<file path="src/rtl/uart_pkg.sv">
// uart_pkg: constants and state encoding shared by the UART blocks.
// Both uart_tx and uart_rx take their frame shape from here.
package uart_pkg;

    localparam int   DATA_BITS = 8;
    localparam logic LINE_IDLE = 1'b1;

    typedef enum logic [2:0] {
        IDLE      = 3'd0,
        START     = 3'd1,
        DATA      = 3'd2,
        STOP      = 3'd3,
        WAIT_IDLE = 3'd4
    } uart_state_e;

    function automatic int half_bit(input int cpb);
        return cpb / 2;
    endfunction

endpackage

</file>
<file path="src/rtl/sync_ff.sv">
// sync_ff: multi-flop synchronizer for an asynchronous input.
// Flops reset to RESET_VAL so a held line reads idle after reset.
module sync_ff #(
    parameter int   STAGES    = 2,
    parameter logic RESET_VAL = 1'b1
) (
    input  logic clk,
    input  logic rst,
    input  logic d_i,
    output logic q_o
);

    logic [STAGES-1:0] sync_q;

    // Shift the raw input through the flop chain.
    always_ff @(posedge clk) begin
        if (rst) begin
            sync_q <= {STAGES{RESET_VAL}};
        end else begin
            sync_q <= {sync_q[STAGES-2:0], d_i};
        end
    end

    assign q_o = sync_q[STAGES-1];

endmodule

</file>
<file path="src/rtl/uart_rx.sv">
// uart_rx: 8N1 receiver with a one-byte holding register.
// Start is qualified at mid-bit; bytes are dropped with a pulse when full.
module uart_rx
    import uart_pkg::*;
#(
    parameter int CLKS_PER_BIT = 1,
    parameter int SYNC_STAGES  = 2
) (
    input  logic       clk,
    input  logic       rst,
    input  logic       rx,
    output logic [7:0] data,
    output logic       valid,
    input  logic       ready,
    output logic       frame_err,
    output logic       overrun
);

    localparam int         HALF      = half_bit(CLKS_PER_BIT);
    localparam logic [7:0] LAST_CNT  = 8'(CLKS_PER_BIT - 1);
    localparam logic [7:0] HALF_CNT  = 8'((HALF > 0) ? HALF - 1 : 0);
    localparam logic [1:0] FILL_DONE = 2'(SYNC_STAGES);
    localparam logic [2:0] LAST_BIT  = 3'(DATA_BITS - 1);

    logic                 rx_s;
    uart_state_e          state_q;
    logic [7:0]           cnt_q;
    logic [2:0]           bit_q;
    logic [DATA_BITS-1:0] shift_q;
    logic [DATA_BITS-1:0] data_q;
    logic                 valid_q;
    logic                 frame_err_q;
    logic                 overrun_q;
    logic                 armed_q;
    logic [1:0]           fill_q;
    logic                 bit_tick;
    logic                 start_seen;

    sync_ff #(
        .STAGES    (SYNC_STAGES),
        .RESET_VAL (LINE_IDLE)
    ) u_sync (
        .clk (clk),
        .rst (rst),
        .d_i (rx),
        .q_o (rx_s)
    );

    // Bit-period strobe and qualified falling edge of the line.
    always_comb begin
        bit_tick   = (cnt_q == LAST_CNT);
        start_seen = armed_q && (rx_s != LINE_IDLE);
    end

    // Frame FSM, bit timing and holding register.
    // armed_q waits for a real idle level after reset so a line
    // caught low mid-frame is not mistaken for a start bit.
    always_ff @(posedge clk) begin
        if (rst) begin
            state_q     <= IDLE;
            cnt_q       <= '0;
            bit_q       <= '0;
            shift_q     <= '0;
            data_q      <= '0;
            valid_q     <= 1'b0;
            frame_err_q <= 1'b0;
            overrun_q   <= 1'b0;
            armed_q     <= 1'b0;
            fill_q      <= '0;
        end else begin
            frame_err_q <= 1'b0;
            overrun_q   <= 1'b0;

            if (fill_q != FILL_DONE) begin
                fill_q <= fill_q + 2'd1;
            end else if (rx_s == LINE_IDLE) begin
                armed_q <= 1'b1;
            end

            if (valid_q && ready) begin
                valid_q <= 1'b0;
            end

            unique case (state_q)
                IDLE: begin
                    cnt_q <= '0;
                    bit_q <= '0;
                    if (start_seen) begin
                        state_q <= (HALF == 0) ? DATA : START;
                    end
                end
                START: begin
                    if (cnt_q == HALF_CNT) begin
                        cnt_q   <= '0;
                        state_q <= (rx_s == LINE_IDLE) ? IDLE : DATA;
                    end else begin
                        cnt_q <= cnt_q + 8'd1;
                    end
                end
                DATA: begin
                    if (bit_tick) begin
                        cnt_q          <= '0;
                        shift_q[bit_q] <= rx_s;
                        bit_q          <= bit_q + 3'd1;
                        if (bit_q == LAST_BIT) begin
                            state_q <= STOP;
                        end
                    end else begin
                        cnt_q <= cnt_q + 8'd1;
                    end
                end
                STOP: begin
                    if (bit_tick) begin
                        cnt_q <= '0;
                        if (rx_s == LINE_IDLE) begin
                            state_q <= IDLE;
                            if (!valid_q || ready) begin
                                data_q  <= shift_q;
                                valid_q <= 1'b1;
                            end else begin
                                overrun_q <= 1'b1;
                            end
                        end else begin
                            frame_err_q <= 1'b1;
                            state_q     <= WAIT_IDLE;
                        end
                    end else begin
                        cnt_q <= cnt_q + 8'd1;
                    end
                end
                WAIT_IDLE: begin
                    if (rx_s == LINE_IDLE) begin
                        state_q <= IDLE;
                    end
                end
                default: begin
                    state_q <= IDLE;
                end
            endcase
        end
    end

    assign data      = data_q;
    assign valid     = valid_q;
    assign frame_err = frame_err_q;
    assign overrun   = overrun_q;

endmodule
</file>
<file path="config.mk">
export PLATFORM = sky130hd
export DESIGN_NAME = uart_rx
export DESIGN_NICKNAME = d
export VERILOG_FILES = /design/src/rtl/uart_pkg.sv /design/src/rtl/sync_ff.sv /design/src/rtl/uart_rx.sv
export SDC_FILE = /design/constraint.sdc
export NUM_CORES = 1
export LEC_CHECK = 0
export BUFFER_PORTS_ARGS = -buffer_cell sky130_fd_sc_hd__buf_2
export CAP_MARGIN = 20
export CORE_MARGIN = 2
export CORE_UTILIZATION = 58
export DETAILED_ROUTE_END_ITERATION = 12
export PLACE_DENSITY_LB_ADDON = 0.05
export SLEW_MARGIN = 20
export SYNTH_ARGS = -nofsm -noshare
export SYNTH_HDL_FRONTEND = slang
export SYNTH_SLANG_ARGS = --single-unit
</file>
<file path="constraint.sdc">
create_clock -name clk -period 1.9 [get_ports clk]
set_input_delay 0.19 -clock clk [delete_from_list [all_inputs] [get_ports clk]]
set_output_delay 0.19 -clock clk [all_outputs]
set_load 0.05 [all_outputs]
</file>
==> impl_metrics.ini, run 1 <==
[run_status]
run_status = complete, no violations

[synth]
synthXorXnorAreaFrac_pct = 2.54
synthMuxAreaShare_pct = 1.16
ys_types = 45
syn_avg_cell_area_um2 = 8.76
synthAdderAreaFrac_pct = 3.63
yosysTopAreaCell = dfxtp_1
synth.cell_area_um2 = 1730
synth-simple-area-share_pct = 28.1
synth_compound_area_share_pct = 16.5
yosysWarningCount = 0
synth_area_leaders = dfxtp_1, a21oi_1, nand3_1, o21ai_0, ha_1
synth_top_family_by_area = simple AND/OR/NAND/NOR gates
ys_seq_area_share_pct = 44.1
synth_nets = 206
synth_top_area_share_pct = 44.1
netlist_instances = 197
ys_seq_elements = 38

[sta]
setup_viol = 0
skew_ns = 0.0102
finalCritPeriodShare_pct = 94.7
finalHoldViolations = 0
slew_violations = 0
max-slew-margin-rel_pct = 61.1
rsz0062_at_grt = true
fin_crit_ns = 1.80
tightest_slew_ns = 0.583
fmax_ghz = 0.556

[layout]
nNetsFinal = 220
fin_area_um2 = 1860
most-common-layout-cells = dfxtp_1, a21oi_1, nand3_1
syn_to_final_growth_pct = 7.76
fill_cells = 258
antenna_cells = 0
layout_commonest_cell = dfxtp_1
layout-drive-gt1-share_pct = 15.7
fin_cells = 241

[floorplan]
die_y_um = 58.5
dieArea_um2 = 3430
start_util_pct = 62.0
die_w_um = 58.5
rows = 19
ios = 15
core-area_um2 = 2780

[route]
drt-total-wl_um = 3030
met1Wirelength_um = 1440
first_iter_violations = 38
ant_nets = 0
dr.pass1.iters = 4
wl_met3_um = 137
viasPerCell = 5.84
met2_length_um = 1410
routedWlPerCell_um = 12.6
drc = 0
dr.max_layer_used = met4
num_vias = 1407

[setup_path]
critPathTopFamily = simple AND/OR/NAND/NOR gates
cp_num_cells = 6
worst-path-buf-inv = 1
rr_endpoint = state_q[2]$_SDFFE_PP0P_
crit_path_start_kind = register
reg2regPathDepth = 6
cp_cell_sequence = inv_1 > ha_1 > nor4b_4 > and2_1 > nand2_1 > a211oi_2
critPathMaxFanout = 10
cp-startpoint = cnt_q[0]$_SDFFE_PP0P_
crit_slowest_cell = and2_1
reg2reg_from = cnt_q[0]$_SDFFE_PP0P_
cp-end-kind = register
cp_data_arrival_time_ns = 2.06
reg2reg_slack_ns = 0.10
endpoint = state_q[2]$_SDFFE_PP0P_
worstSetupPathType = register to register
cp_data_required_time_ns = 2.16
slowest_delay_ns = 0.41

[power_and_ir_drop]
switching_share_pct = 23.4
power_leakage_nw = 0.712
p_sw_w = 0.000319
p_total_w = 0.00136
internal-power_w = 0.00105
clockPowerShare_pct = 29.3
peakVddDrop_mv = 0.746
power.share.combinational_pct = 8.8
sequentialPowerShare_pct = 61.9
p_per_area_nw_per_um2 = 734

[global_routing]
grt_max_degree = 36
grt_usage_pct = 20.1
grt_pass1_wl_um = 5260
grt_pass1_vias = 1206
grt.overflow.total = 0
antenna_found_initial = 0

[placement]
placed_cells = 235
place.gp.congestion = 0.773
io_buffer_count = 14
hpwl_um = 2130
post_dp_cell_area_um2 = 1810

[hold_path]
hold_path.class = input pin to register

[flow_run]
max_cap_viol_count = 0

[clocking]
clockBufferDepth = 2
clk_latency_ns = 0.34
htreeDepth = 2
clkTransAtPathRegs_ns = 0.10
cts_tree = built
cts-root-buf = clkbuf_4
cts.sinks = 38
cts_inserted_buffers = 5
==> synthesized netlist by cell type (all sizes together) <==
library cell	count
a21boi	1
or4b	1
a211oi	2
ha	5
and2b	1
xor2	3
and4	1
xnor2	2
and3b	1
nor4b	1
and4b	1
and3	2
clkbuf	7
nand2b	2
o21ba	1
inv	3
nand4	6
nand3b	1
o41ai	1
nor2b	2
and2	2
a21oi	24
a31oi	2
a22oi	1
nor3b	2
nor3	3
o21ai	15
or2	2
buf	4
o31ai	1
dfxtp	38
nand2	15
nand3	18
nand4b	5
mux2i	2
or3	3
o21bai	1
a211o	1
nor2	14
==> power groups by stage <==
stage	clock network, W	logic (W)	registers, W
6_report	0.000400	0.000119	0.000844
5_1_grt	0.000444	0.000141	0.000848
4_1_cts	0.000419	0.000122	0.000845
3_5_place_dp	0	0.000121	0.000864
3_3_place_gp	0	0.000112	0.000862
2_1_floorplan	0	0.000101	0.000860
==> repair_timing <==
item,in CTS,in global routing
gates resized for setup,0,1
endpoints found under the setup margin,0,20
buffers inserted,0,0
hold buffers,0,0
==> how the worst min path moves through the flow <==
stage          slack [ns]  startpoint  depth (start not counted)                          end
6_report             0.04          rx                          2  u_sync.sync_q[0]$_SDFF_PP1_
5_1_grt              0.03          rx                          2  u_sync.sync_q[0]$_SDFF_PP1_
4_1_cts              0.02          rx                          2  u_sync.sync_q[0]$_SDFF_PP1_
3_5_place_dp         0.38          rx                          2  u_sync.sync_q[0]$_SDFF_PP1_
3_3_place_gp         0.38          rx                          2  u_sync.sync_q[0]$_SDFF_PP1_
2_1_floorplan        0.29          rx                          1  u_sync.sync_q[0]$_SDFF_PP1_
==> state kept, by name, summed over array words and instances, names as in the netlist <==
signal / count
u_sync.sync_q: 2
shift_q: 8
valid: 1
frame_err: 1
state_q: 3
cnt_q: 8
bit_q: 3
armed_q: 1
data: 8
fill_q: 2
overrun: 1
==> per-stage QoR <==
stage	setup WS [ns]	hold WS, ns	setup TNS, ns	utilization, %
floorplan	0.305	0.294	0	-
global placement	0.208	0.376	0	65.0
detailed placement	0.113	0.381	0	65.0
CTS	0.0712	0.0213	0	66.8
global route	-0.0751	0.0309	-0.424	66.8
finish	0.100	0.0387	0	66.8
==> final cells by class <==
cell class | count | area [µm²] | share of cell area (%)
clock buffers | 6 | 51.3 | 2.76
flip-flops and latches | 38 | 761 | 40.9
multi-input cells | 145 | 897 | 48.3
inverters | 3 | 11.3 | 0.606
repair buffers | 18 | 100 | 5.38
well taps | 31 | 38.8 | 2.09
==> layer usage <==
metal,track usage [%],vias to the layer above
met5,0,-
met2,30.5,33
met3,6.15,5
met4,7.31,0
li1,-,735
met1,27.0,634
==> cell families after synthesis <==
logic type / Yosys count
AND/OR/NAND/NOR: 83
multiplexers: 2
buffers and inverters: 14
flip-flops: 38
adder cells (fa/ha/maj): 5
AO/OA/AOI/OAI: 50
XOR/XNOR: 5
(Power assumes the default switching activity.)
==> run 2: changes to the inputs <==
==> constraint.sdc (replaced) <==
create_clock -name clk -period 1.9 [get_ports clk]
set_input_delay 0.095 -clock clk [delete_from_list [all_inputs] [get_ports clk]]
set_output_delay 0.095 -clock clk [all_outputs]
set_load 0.05 [all_outputs]
==> run 2 against run 1 <==
Against the previous run: power rose by 0.35%; clock skew down 0.0017 ns; combinational power about the same; via count increased by 0.71%; sequential power barely moved; worst hold slack improved by 0.047 ns; sequential share of layout area is 0.22 points lower; flip-flop and latch count stayed put; cell area grew 0.54%; die area unchanged; worst setup slack improved by 0.0097 ns; critical path type unchanged; largest cell class unchanged; highest routed layer unchanged.
==> impl_metrics.ini, run 2 (synthesis gave the netlist of run 1 again) <==
[run_status]
run_status = complete, no violations

[clocking]
cts.sinks = 38
cts-root-buf = clkbuf_4
clkTransAtPathRegs_ns = 0.10
post_cts_buffers = 0
clockBufferDepth = 2
htreeDepth = 2
cts_tree = built
cts_inserted_buffers = 5
clk_latency_ns = 0.34

[route]
num_vias = 1417
viasPerCell = 5.86
first_iter_violations = 43
routedWlPerCell_um = 12.6
drt-total-wl_um = 3060
dr.pass1.iters = 4
drc = 0
ant_nets = 0

[sta]
finalCritPeriodShare_pct = 94.2
rsz0062_at_grt = true
setup_tns_ns = 0
whs_ns = 0.0854
setup_viol = 0
finalHoldViolations = 0
max-slew-margin-rel_pct = 60.0
skew_ns = 0.00846
slew_violations = 0
fmax_ghz = 0.559
tightest_slew_ns = 0.601
fin_crit_ns = 1.79

[setup_path]
critPathMaxFanout = 10
crit_path_start_kind = register
worstSetupPathType = register to register
cp_cell_sequence = inv_1 > ha_1 > nor4b_4 > and2_1 > nand2_1 > a211oi_2
slowest_delay_ns = 0.41
cp_data_arrival_time_ns = 2.05
cp_data_required_time_ns = 2.16
critPathTopFamily = simple AND/OR/NAND/NOR gates
cp-end-kind = register
crit_slowest_cell = and2_1
worst-path-buf-inv = 1

[power_and_ir_drop]
clockPowerShare_pct = 29.5
p_total_w = 0.00137
sequentialPowerShare_pct = 61.7
power.share.combinational_pct = 8.9
peakVddDrop_mv = 0.748
p_per_area_nw_per_um2 = 732
p_sw_w = 0.000322
power_leakage_nw = 0.717
switching_share_pct = 23.5
internal-power_w = 0.00105

[placement]
post_dp_cell_area_um2 = 1810
place.gp.congestion = 0.773
hpwl_um = 2130
io_buffer_count = 14

[flow_run]
max_cap_viol_count = 0

[floorplan]
die_w_um = 58.5
start_util_pct = 62.0
core-area_um2 = 2780
rows = 19
dieArea_um2 = 3430
ios = 15
die_y_um = 58.5

[layout]
fill_cells = 256
nNetsFinal = 221
antenna_cells = 0
fin_area_um2 = 1870
layout-drive-gt1-share_pct = 15.6
post-route-util_pct = 67.2
layout_commonest_cell = dfxtp_1
most-common-layout-cells = dfxtp_1, a21oi_1, nand3_1
syn_to_final_growth_pct = 8.34

[global_routing]
grt_pass1_wl_um = 5280
grt_max_degree = 36
grt_pass1_vias = 1212
antenna_found_initial = 0
grt_usage_pct = 20.2
grt.overflow.total = 0

[hold_path]
hold_path.class = input pin to register
-- run 2: path summary, 6_finish.rpt --
path / startpoint / endpoint / slack [ns] / depth (start not counted)
max: cnt_q[0]$_SDFFE_PP0P_ / state_q[2]$_SDFFE_PP0P_ / 0.11 / 6
min: ready / overrun$_SDFF_PP0_ / 0.09 / 3
max reg2reg: cnt_q[0]$_SDFFE_PP0P_ / state_q[2]$_SDFFE_PP0P_ / 0.11 / 6
min reg2reg: u_sync.sync_q[0]$_SDFF_PP1_ / u_sync.sync_q[1]$_SDFF_PP1_ / 0.43 / 1
-- run 2: tightest hold or removal path, cell delays in order --
cell and delay, ns:
buf_2 0.07, nand2b_1 0.15, nor3_1 0.07
-- run 2: what timing repair did --
item / CTS / global route
gates resized for setup: 0 / 1
hold buffers: 1 / 0
endpoints found under the setup margin: 0 / 20
hold endpoints to repair: 1 / 0
-- run 2: per-layer routing --
metal / routed length [µm] / share of wire, % / GRT usage (%)
met5: 0 / 0 / 0
met4: 39 / 1.3 / 7.31
met3: 135 / 4.4 / 6.15
met2: 1420 / 46 / 30.8
met1: 1460 / 48 / 27.0
-- run 2: power by group through the flow --
stage               logic (W)  registers [W]  clock network (W)
floorplan            0.000101       0.000860                  0
global placement     0.000112       0.000862                  0
detailed placement   0.000121       0.000864                  0
CTS                  0.000123       0.000845           0.000419
global route         0.000142       0.000848           0.000444
finish               0.000121       0.000844           0.000403
-- run 2: layout make-up --
type / instances / area, µm² / share of cell area, %
Tap cell: 31 / 38.8 / 2.07
Sequential cell: 38 / 761 / 40.7
Multi-Input combinational cell: 145 / 897 / 48.0
Clock buffer: 6 / 51.3 / 2.74
Inverter: 3 / 11.3 / 0.602
Timing Repair Buffer: 19 / 110 / 5.89
-- run 2: stage by stage --
step	cells	worst slack (ns)
6_report	242	0.110
4_1_cts	242	0.0712
3_3_place_gp	235	0.208
2_1_floorplan	197	0.305
3_5_place_dp	235	0.113
5_1_grt	242	-0.0752
